<file path="config.mk">
export PLATFORM = sky130hd
export DESIGN_NAME = spike_synapse_integrator_flat
export DESIGN_NICKNAME = d
export VERILOG_FILES = /design/src/rtl/izn_pkg.sv /design/src/rtl/spike_synapse_integrator_if.sv /design/src/rtl/pop_count.sv /design/src/rtl/spike_synapse_integrator.sv /design/src/flat_wrapper.sv
export SDC_FILE = /design/constraint.sdc
export NUM_CORES = 1
export LEC_CHECK = 0
export BUFFER_PORTS_ARGS = -buffer_cell sky130_fd_sc_hd__buf_4
export CORE_ASPECT_RATIO = 1.75
export CORE_MARGIN = 1
export CORE_UTILIZATION = 52
export DETAILED_ROUTE_END_ITERATION = 8
export PLACE_DENSITY = 0.77
export SYNTH_ARGS = -nofsm -noshare
export SYNTH_HDL_FRONTEND = slang
export SYNTH_HIERARCHICAL = 1
export SYNTH_SLANG_ARGS = --single-unit
</file>
<file path="constraint.sdc">
create_clock -name clk -period 3.9 [get_ports clk]
set_input_delay 0.39 -clock clk [delete_from_list [all_inputs] [get_ports clk]]
set_output_delay 0.39 -clock clk [all_outputs]
set_load 0.02 [all_outputs]
</file>
<file path="src/rtl/izn_pkg.sv">
// izn_pkg: definitions shared by the neuron core and the spike-synapse
// integrator. Provides the Q(1024) fixed-point scaling, the population size,
// the signed current type and the integrator FSM state encoding.
package izn_pkg;

  localparam int unsigned FRAC_BITS = 10;   // 1.0 == 1 << FRAC_BITS == 1024
  localparam int unsigned N_NEURONS = 128;

  typedef logic signed [31:0] q_current_t;

  typedef enum logic [1:0] {
    IDLE,
    COUNT,
    UPDATE
  } syn_state_t;

endpackage

</file>
<file path="src/rtl/spike_synapse_integrator_if.sv">
// spike_synapse_integrator_if: bundle between the spike-frame producer and
// the synapse integrator.
//   population  producer -> integrator  N_SYN-bit spike frame
//   pop_valid   producer -> integrator  one-cycle frame strobe
//   syn_clear   producer -> integrator  synchronous clear of current/overrun
//   I_out       integrator -> producer  signed Q(1024) synaptic current
//   out_valid   integrator -> producer  one-cycle "I_out just updated"
//   busy        integrator -> producer  frame in progress
//   overrun     integrator -> producer  sticky dropped-frame flag
//   sat_flag    integrator -> producer  sticky clamp flag (SYN_SATURATE_EN only)
interface spike_synapse_integrator_if
  import izn_pkg::*;
#(
  parameter int unsigned N_SYN = N_NEURONS
);
  logic [N_SYN-1:0] population;
  logic             pop_valid;
  logic             syn_clear;
  q_current_t       I_out;
  logic             out_valid;
  logic             busy;
  logic             overrun;
`ifdef SYN_SATURATE_EN
  logic             sat_flag;
`endif

  modport master (
    output population, pop_valid, syn_clear,
`ifdef SYN_SATURATE_EN
    input  sat_flag,
`endif
    input  I_out, out_valid, busy, overrun
  );

  modport slave (
    input  population, pop_valid, syn_clear,
`ifdef SYN_SATURATE_EN
    output sat_flag,
`endif
    output I_out, out_valid, busy, overrun
  );

endinterface

</file>
<file path="src/rtl/pop_count.sv">
// pop_count: combinational population count of a W-bit slice.
//   i_bits   in   W               bits to count
//   o_count  out  $clog2(W+1)     number of ones in i_bits
module pop_count #(
  parameter int unsigned W = 8
)(
  input  logic [W-1:0]           i_bits,
  output logic [$clog2(W+1)-1:0] o_count
);
  localparam int unsigned CW = $clog2(W+1);

  always_comb begin
    o_count = '0;
    for (int unsigned i = 0; i < W; i++) begin
      o_count = o_count + CW'(i_bits[i]);
    end
  end

endmodule

</file>
<file path="src/rtl/spike_synapse_integrator.sv">
// spike_synapse_integrator: converts each population spike frame into one
// signed Q(1024) synaptic current. A frame is popcounted BITS_PER_CYCLE bits
// per clock, then the running current is decayed by I >>> TAU_SHIFT and
// incremented by count*WEIGHT.
//   clk        in   rising-edge clock
//   reset_bar  in   asynchronous active-low reset
//   bus        slave modport of spike_synapse_integrator_if (frame in,
//              current/status out)
// Optional build macro SYN_SATURATE_EN: clamp the update to [-I_MAX, +I_MAX]
// and expose the sticky sat_flag; otherwise the sum wraps to 32 bits.
module spike_synapse_integrator
  import izn_pkg::*;
#(
  parameter int unsigned        N_SYN          = N_NEURONS,
  parameter int unsigned        BITS_PER_CYCLE = 8,
  parameter logic signed [31:0] WEIGHT         = 32'sd1024,
  parameter int unsigned        TAU_SHIFT      = 4,
  parameter logic signed [31:0] I_MAX          = 32'sd102400
)(
  input logic                       clk,
  input logic                       reset_bar,
  spike_synapse_integrator_if.slave bus
);
  localparam int unsigned BEATS  = N_SYN / BITS_PER_CYCLE;
  localparam int unsigned BEAT_W = (BEATS > 1) ? $clog2(BEATS) : 1;
  localparam int unsigned CNT_W  = $clog2(N_SYN + 1);
  localparam int unsigned PC_W   = $clog2(BITS_PER_CYCLE + 1);
  localparam logic [BEAT_W-1:0] LAST_BEAT = BEAT_W'(BEATS - 1);

  syn_state_t       r_state;
  logic [N_SYN-1:0] r_shift;
  logic [BEAT_W-1:0] r_beat;
  logic [CNT_W-1:0] r_count;
  q_current_t       r_I;
  logic             r_out_valid;
  logic             r_busy;
  logic             r_overrun;

  logic [PC_W-1:0]   w_pc;
  q_current_t        w_decay;
  logic signed [40:0] w_prod;
  logic signed [41:0] w_sum;
  q_current_t        w_next;
  logic              w_clamp;

  pop_count #(.W(BITS_PER_CYCLE)) u_pop_count (
    .i_bits  (r_shift[BITS_PER_CYCLE-1:0]),
    .o_count (w_pc)
  );

  // Arithmetic shift floors toward -inf: small positive currents stick,
  // -1 decays to 0.
  assign w_decay = r_I >>> TAU_SHIFT;
  assign w_prod  = $signed({{(41-CNT_W){1'b0}}, r_count})
                 * $signed({{9{WEIGHT[31]}}, WEIGHT});
  assign w_sum   = $signed({{10{r_I[31]}}, r_I})
                 - $signed({{10{w_decay[31]}}, w_decay})
                 + $signed({w_prod[40], w_prod});

`ifdef SYN_SATURATE_EN
  localparam logic signed [41:0] LIM = {{10{I_MAX[31]}}, I_MAX};
  logic r_sat;

  always_comb begin
    w_clamp = 1'b0;
    w_next  = w_sum[31:0];
    if (w_sum > LIM) begin
      w_clamp = 1'b1;
      w_next  = I_MAX;
    end else if (w_sum < -LIM) begin
      w_clamp = 1'b1;
      w_next  = -I_MAX;
    end
  end

  assign bus.sat_flag = r_sat;
`else
  assign w_clamp = 1'b0;
  assign w_next  = w_sum[31:0];
`endif

  always_ff @(posedge clk or negedge reset_bar) begin
    if (!reset_bar) begin
      r_state     <= IDLE;
      r_shift     <= '0;
      r_beat      <= '0;
      r_count     <= '0;
      r_I         <= '0;
      r_out_valid <= 1'b0;
      r_busy      <= 1'b0;
      r_overrun   <= 1'b0;
`ifdef SYN_SATURATE_EN
      r_sat       <= 1'b0;
`endif
    end else begin
      r_out_valid <= 1'b0;
      if (bus.syn_clear) begin
        // Clear beats everything, including a completing UPDATE.
        r_state   <= IDLE;
        r_beat    <= '0;
        r_count   <= '0;
        r_I       <= '0;
        r_busy    <= 1'b0;
        r_overrun <= 1'b0;
`ifdef SYN_SATURATE_EN
        r_sat     <= 1'b0;
`endif
      end else begin
        // UPDATE is still busy: a frame landing on it is an overrun too.
        if (bus.pop_valid && (r_state != IDLE)) begin
          r_overrun <= 1'b1;
        end
        case (r_state)
          IDLE: begin
            if (bus.pop_valid) begin
              r_shift <= bus.population;
              r_count <= '0;
              r_beat  <= '0;
              r_busy  <= 1'b1;
              r_state <= COUNT;
            end
          end
          COUNT: begin
            r_count <= r_count + CNT_W'(w_pc);
            r_shift <= r_shift >> BITS_PER_CYCLE;
            r_beat  <= r_beat + BEAT_W'(1);
            if (r_beat == LAST_BEAT) begin
              r_state <= UPDATE;
            end
          end
          UPDATE: begin
            r_I         <= w_next;
            r_out_valid <= 1'b1;
            r_busy      <= 1'b0;
            r_state     <= IDLE;
`ifdef SYN_SATURATE_EN
            if (w_clamp) begin
              r_sat <= 1'b1;
            end
`endif
          end
          default: r_state <= IDLE;
        endcase
      end
    end
  end

  assign bus.I_out     = r_I;
  assign bus.out_valid = r_out_valid;
  assign bus.busy      = r_busy;
  assign bus.overrun   = r_overrun;

endmodule

</file>
<file path="src/flat_wrapper.sv">
// flat-port wrapper written by rule: the top's interface ports become plain ports
module spike_synapse_integrator_flat import izn_pkg::*;
#(
  parameter int unsigned        N_SYN          = N_NEURONS,
  parameter int unsigned        BITS_PER_CYCLE = 8,
  parameter logic signed [31:0] WEIGHT         = 32'sd1024,
  parameter int unsigned        TAU_SHIFT      = 4,
  parameter logic signed [31:0] I_MAX          = 32'sd102400
)
  (clk, reset_bar, bus_population, bus_pop_valid, bus_syn_clear, bus_I_out, bus_out_valid, bus_busy, bus_overrun);
  spike_synapse_integrator_if #(.N_SYN(N_SYN)) bus_i ();
  input logic clk;
  input logic reset_bar;
  input wire logic [$bits(bus_i.population)-1:0] bus_population;
  input wire logic [$bits(bus_i.pop_valid)-1:0] bus_pop_valid;
  input wire logic [$bits(bus_i.syn_clear)-1:0] bus_syn_clear;
  output wire logic [$bits(bus_i.I_out)-1:0] bus_I_out;
  output wire logic [$bits(bus_i.out_valid)-1:0] bus_out_valid;
  output wire logic [$bits(bus_i.busy)-1:0] bus_busy;
  output wire logic [$bits(bus_i.overrun)-1:0] bus_overrun;
  assign bus_i.population = bus_population;
  assign bus_i.pop_valid = bus_pop_valid;
  assign bus_i.syn_clear = bus_syn_clear;
  assign bus_I_out = bus_i.I_out;
  assign bus_out_valid = bus_i.out_valid;
  assign bus_busy = bus_i.busy;
  assign bus_overrun = bus_i.overrun;
  spike_synapse_integrator #(.N_SYN(N_SYN), .BITS_PER_CYCLE(BITS_PER_CYCLE), .WEIGHT(WEIGHT), .TAU_SHIFT(TAU_SHIFT), .I_MAX(I_MAX)) u_core (.clk(clk), .reset_bar(reset_bar), .bus(bus_i));
endmodule
</file>
==> impl_results.md <==
* Status: finished with violations
* Failing checks: setup timing
* Input/output buffers at about 170
* Setup CP Type: flip-flop to flip-flop
* Synth Flop Type: dfrtp_1
* R2R Path End: u_core/r_count[6]$_DFFE_PN0P_
* Ratio of final minimum period to clock period at 102.9%
* CP required at 4.21 ns
* Number of routed nets with antenna violations at 0
* #FFs+latches synth at roughly 180
* # diodes at 0
* Share of layout cells above drive strength 1 at between 20 and 25%
* Via density at between 5 and 6
* FF-to-FF setup slack at -0.11 ns
* PnR worst setup slack at -0.1150 ns
* Static Leak at roughly 6.4 nW
* VDD IR-drop max at 0.0004374 V
* Clk_skew at roughly 0.015 ns
* Synth Warn # at 6
* R2R cell count at 17
* Cell area after synthesis at about 10000 µm²
* WP data arrival at 4.33 ns
* Final hold slack at 0.1713 ns
* Initial antenna violation count at 0
* Worst rel slew slack at about a third
* Gr usage total at approximately a quarter
* Global-route congestion overflow total at 0
* Final Hold Fails at 0
* Initial DRC count at roughly 330
* Met3 Use GR at ~7%
* Total negative slack at -0.3360 ns
* Yosys cell types at 68
* Post-Place Cell Area at ~12000 µm²
* Worst hold stages at 2
* Die Span X at approximately 110 µm
* EDFF count, synth at 0
* CTS tree: done
* Final setup viols at 4
* Nets@finish at roughly 1400
* Initial Utilization at a little over half
* Met1 Use GR at 26.18%
* Syn Nets at ~1300
* Std cell rows at 67
* Tightest Hold Check Type: primary input to flip-flop
* Pre-CTS setup slack at -0.1497 ns
* # IOs at roughly 170
* Hold Crit Endpoint: u_core/bus.overrun$_DFFE_PN0P_
* Clock slew at reported path FFs at roughly 0.070 ns
* Htree depth at 4
* Avg WL per Cell at roughly 17 µm
* Drc violations at 0
* Gpl congestion at slightly above 0.9
* Core area at between 15000 and 20000 µm²
* Max Cap Violations at 0
* Unrepaired setup endpoints after global routing: true
* Final Max Slew Viols at 0
* Largest net degree at the start of global routing at between 90 and 100
* Max FO, Critical Path at 2
* Worst setup EP type: flip-flop
* Area of the die at around 20000 µm²
* Die height at 188.2 µm
* Worst r2r src: u_core/r_shift[0]$_DFFE_PN0P_
* Mapped Avg Cell Area at about 9.6 µm²
* FMAX at about 250 MHz
* Vias in the first global route at about 8400
* Pre-antenna DRT Iters at 6
* WL final at 25.28 mm
* M2 GR Usage at a little under half
* Pwr dens at around 520 nW/µm²
* Via count at 8191
* Hold wc startpoint: bus_syn_clear
* Fraction of registers with async set or reset after synthesis at between 90% and 100%
* Global-route wire length before repair at roughly 40 mm
* Post-DP HPWL at about 19 mm
* Root Buffer: clkbuf_16
* Total CTS buffers at 17
* P&R area growth vs syn at 20.53%
* CTS Sinks at roughly 180
* Most used routing layer: met2
* Final min period at about 4 ns
* Mapped Cells at around 1100
* Fin area at approximately 12000 µm²
* Worst-margin pin slew at roughly 1.0 ns
* Clock latency on the worst-skew pair at approximately 0.44 ns
* Sequential share of the synthesized area at between 40 and 50%
* Worst setup SP type: flip-flop
* CTS Buffer Depth at 2
cells in the mapped netlist, types with 15 or more instances:
| library cell | number | area share (%) |
|---|---|---|
| a21o_1 | 15 | 1.1 |
| clkbuf_1 | 37 | 1.3 |
| dfrtp_1 | 177 | 43 |
| a21oi_1 | 36 | 1.7 |
| ha_1 | 61 | 7.4 |
| nand2_1 | 189 | 6.9 |
| inv_1 | 71 | 2.6 |
| nor2_1 | 29 | 1.1 |
| mux2i_1 | 121 | 12 |
| xnor2_1 | 20 | 1.7 |
| o21ai_0 | 154 | 7.5 |
how the worst max path moves through the flow:
stage | startpoint | endpoint | cells after the start | slack [ns]
2_1_floorplan | u_core/r_shift[0]$_DFFE_PN0P_ | u_core/r_count[7]$_DFFE_PN0P_ | 17 | 0.05
3_3_place_gp | u_core/r_shift[0]$_DFFE_PN0P_ | u_core/r_count[7]$_DFFE_PN0P_ | 17 | -0.008
3_5_place_dp | u_core/r_shift[0]$_DFFE_PN0P_ | u_core/r_count[7]$_DFFE_PN0P_ | 17 | -0.15
4_1_cts | u_core/r_shift[0]$_DFFE_PN0P_ | u_core/r_count[6]$_DFFE_PN0P_ | 17 | -0.08
5_1_grt | u_core/r_shift[0]$_DFFE_PN0P_ | u_core/r_count[4]$_DFFE_PN0P_ | 16 | -0.23
6_report | u_core/r_shift[0]$_DFFE_PN0P_ | u_core/r_count[6]$_DFFE_PN0P_ | 17 | -0.11
layout make-up:
class / instances / area, µm²
Fill cell: 1613 / 6858
Clock inverter: 13 / 152.6
Inverter: 71 / 266.5
Timing Repair Buffer: 185 / 1436
Sequential cell: 177 / 4429
Clock buffer: 19 / 432.9
Multi-Input combinational cell: 771 / 5404
Tap cell: 241 / 301.5
per-layer routing:
layer	wire [µm]	up-vias
met3	1489	65
met2	13930	231
li1	-	4014
met4	885	0
met5	0	-
met1	8980	3881
worst max-delay path, cell delays in order (launching register included):
cell	delay, ns
dfrtp_1	0.36
inv_2	0.04
fa_1	0.55
fa_1	0.43
fa_1	0.45
inv_2	0.08
ha_4	0.13
inv_2	0.04
fa_1	0.53
inv_2	0.07
buf_6	0.12
fa_2	0.37
a21o_1	0.20
a21oi_2	0.15
nor2_2	0.06
nand3_1	0.14
xnor2_1	0.12
nor2_1	0.06
per-stage QoR:
step	utilization, %	power [mW]	std cells
6_report	64.43	6.461	1477
5_1_grt	64.43	6.848	1477
2_1_floorplan	-	3.908	1078
4_1_cts	64.11	6.375	1474
3_5_place_dp	60.93	4.598	1440
3_3_place_gp	60.93	4.479	1440
kinds of logic (layout without fill, tap and decap cells):
| family | count (synthesis) | in the layout | share of synthesized area, % |
|---|---|---|---|
| compound gates | 280 | 280 | 16.32 |
| simple gates | 264 | 264 | 10.91 |
| flops | 177 | 177 | 42.97 |
| buf+inv | 130 | 288 | 5.293 |
| mux | 121 | 121 | 11.75 |
| fa+ha+maj | 75 | 75 | 10.12 |
| xor+xnor | 31 | 31 | 2.634 |
placed cells by master, fill, tap and decap left out, types with 5 or more instances in the layout:
cell       count
nand4_1        9
inv_1         67
dfrtp_1      177
a22o_1         7
buf_4        179
xnor2_1       19
ha_1          60
a21oi_1       33
a21o_1        15
nor2_1        28
fa_1          13
o211ai_1       8
nand3_1        6
and3_1         5
clkbuf_16     17
o21ai_0      153
xor2_1        11
and2_1         5
mux2i_1      121
nand2_1      188
o21bai_1       5
o21ai_1       15
sequential cells by signal, summed over array words and instances, names as in the netlist:
register              flops
u_core/r_shift          128
u_core/bus.overrun        1
u_core/bus.I_out         32
u_core/r_beat             4
u_core/bus.busy           1
u_core/bus.out_valid      1
u_core/r_count            8
u_core/r_state            2
power by group:
part           switching (mW)  internal, mW
Combinational            1.21          1.08
Clock                   0.773         0.959
Sequential              0.228          2.21
timing repair:
item,in CTS,in global routing
endpoints found under the hold margin,60,0
setup endpoints to repair,4,5
pin swaps,3,4
setup buffers,1,3
gates resized for setup,5,10
hold buffers,1,0
Note: power is estimated with default switching activity, not from simulation.
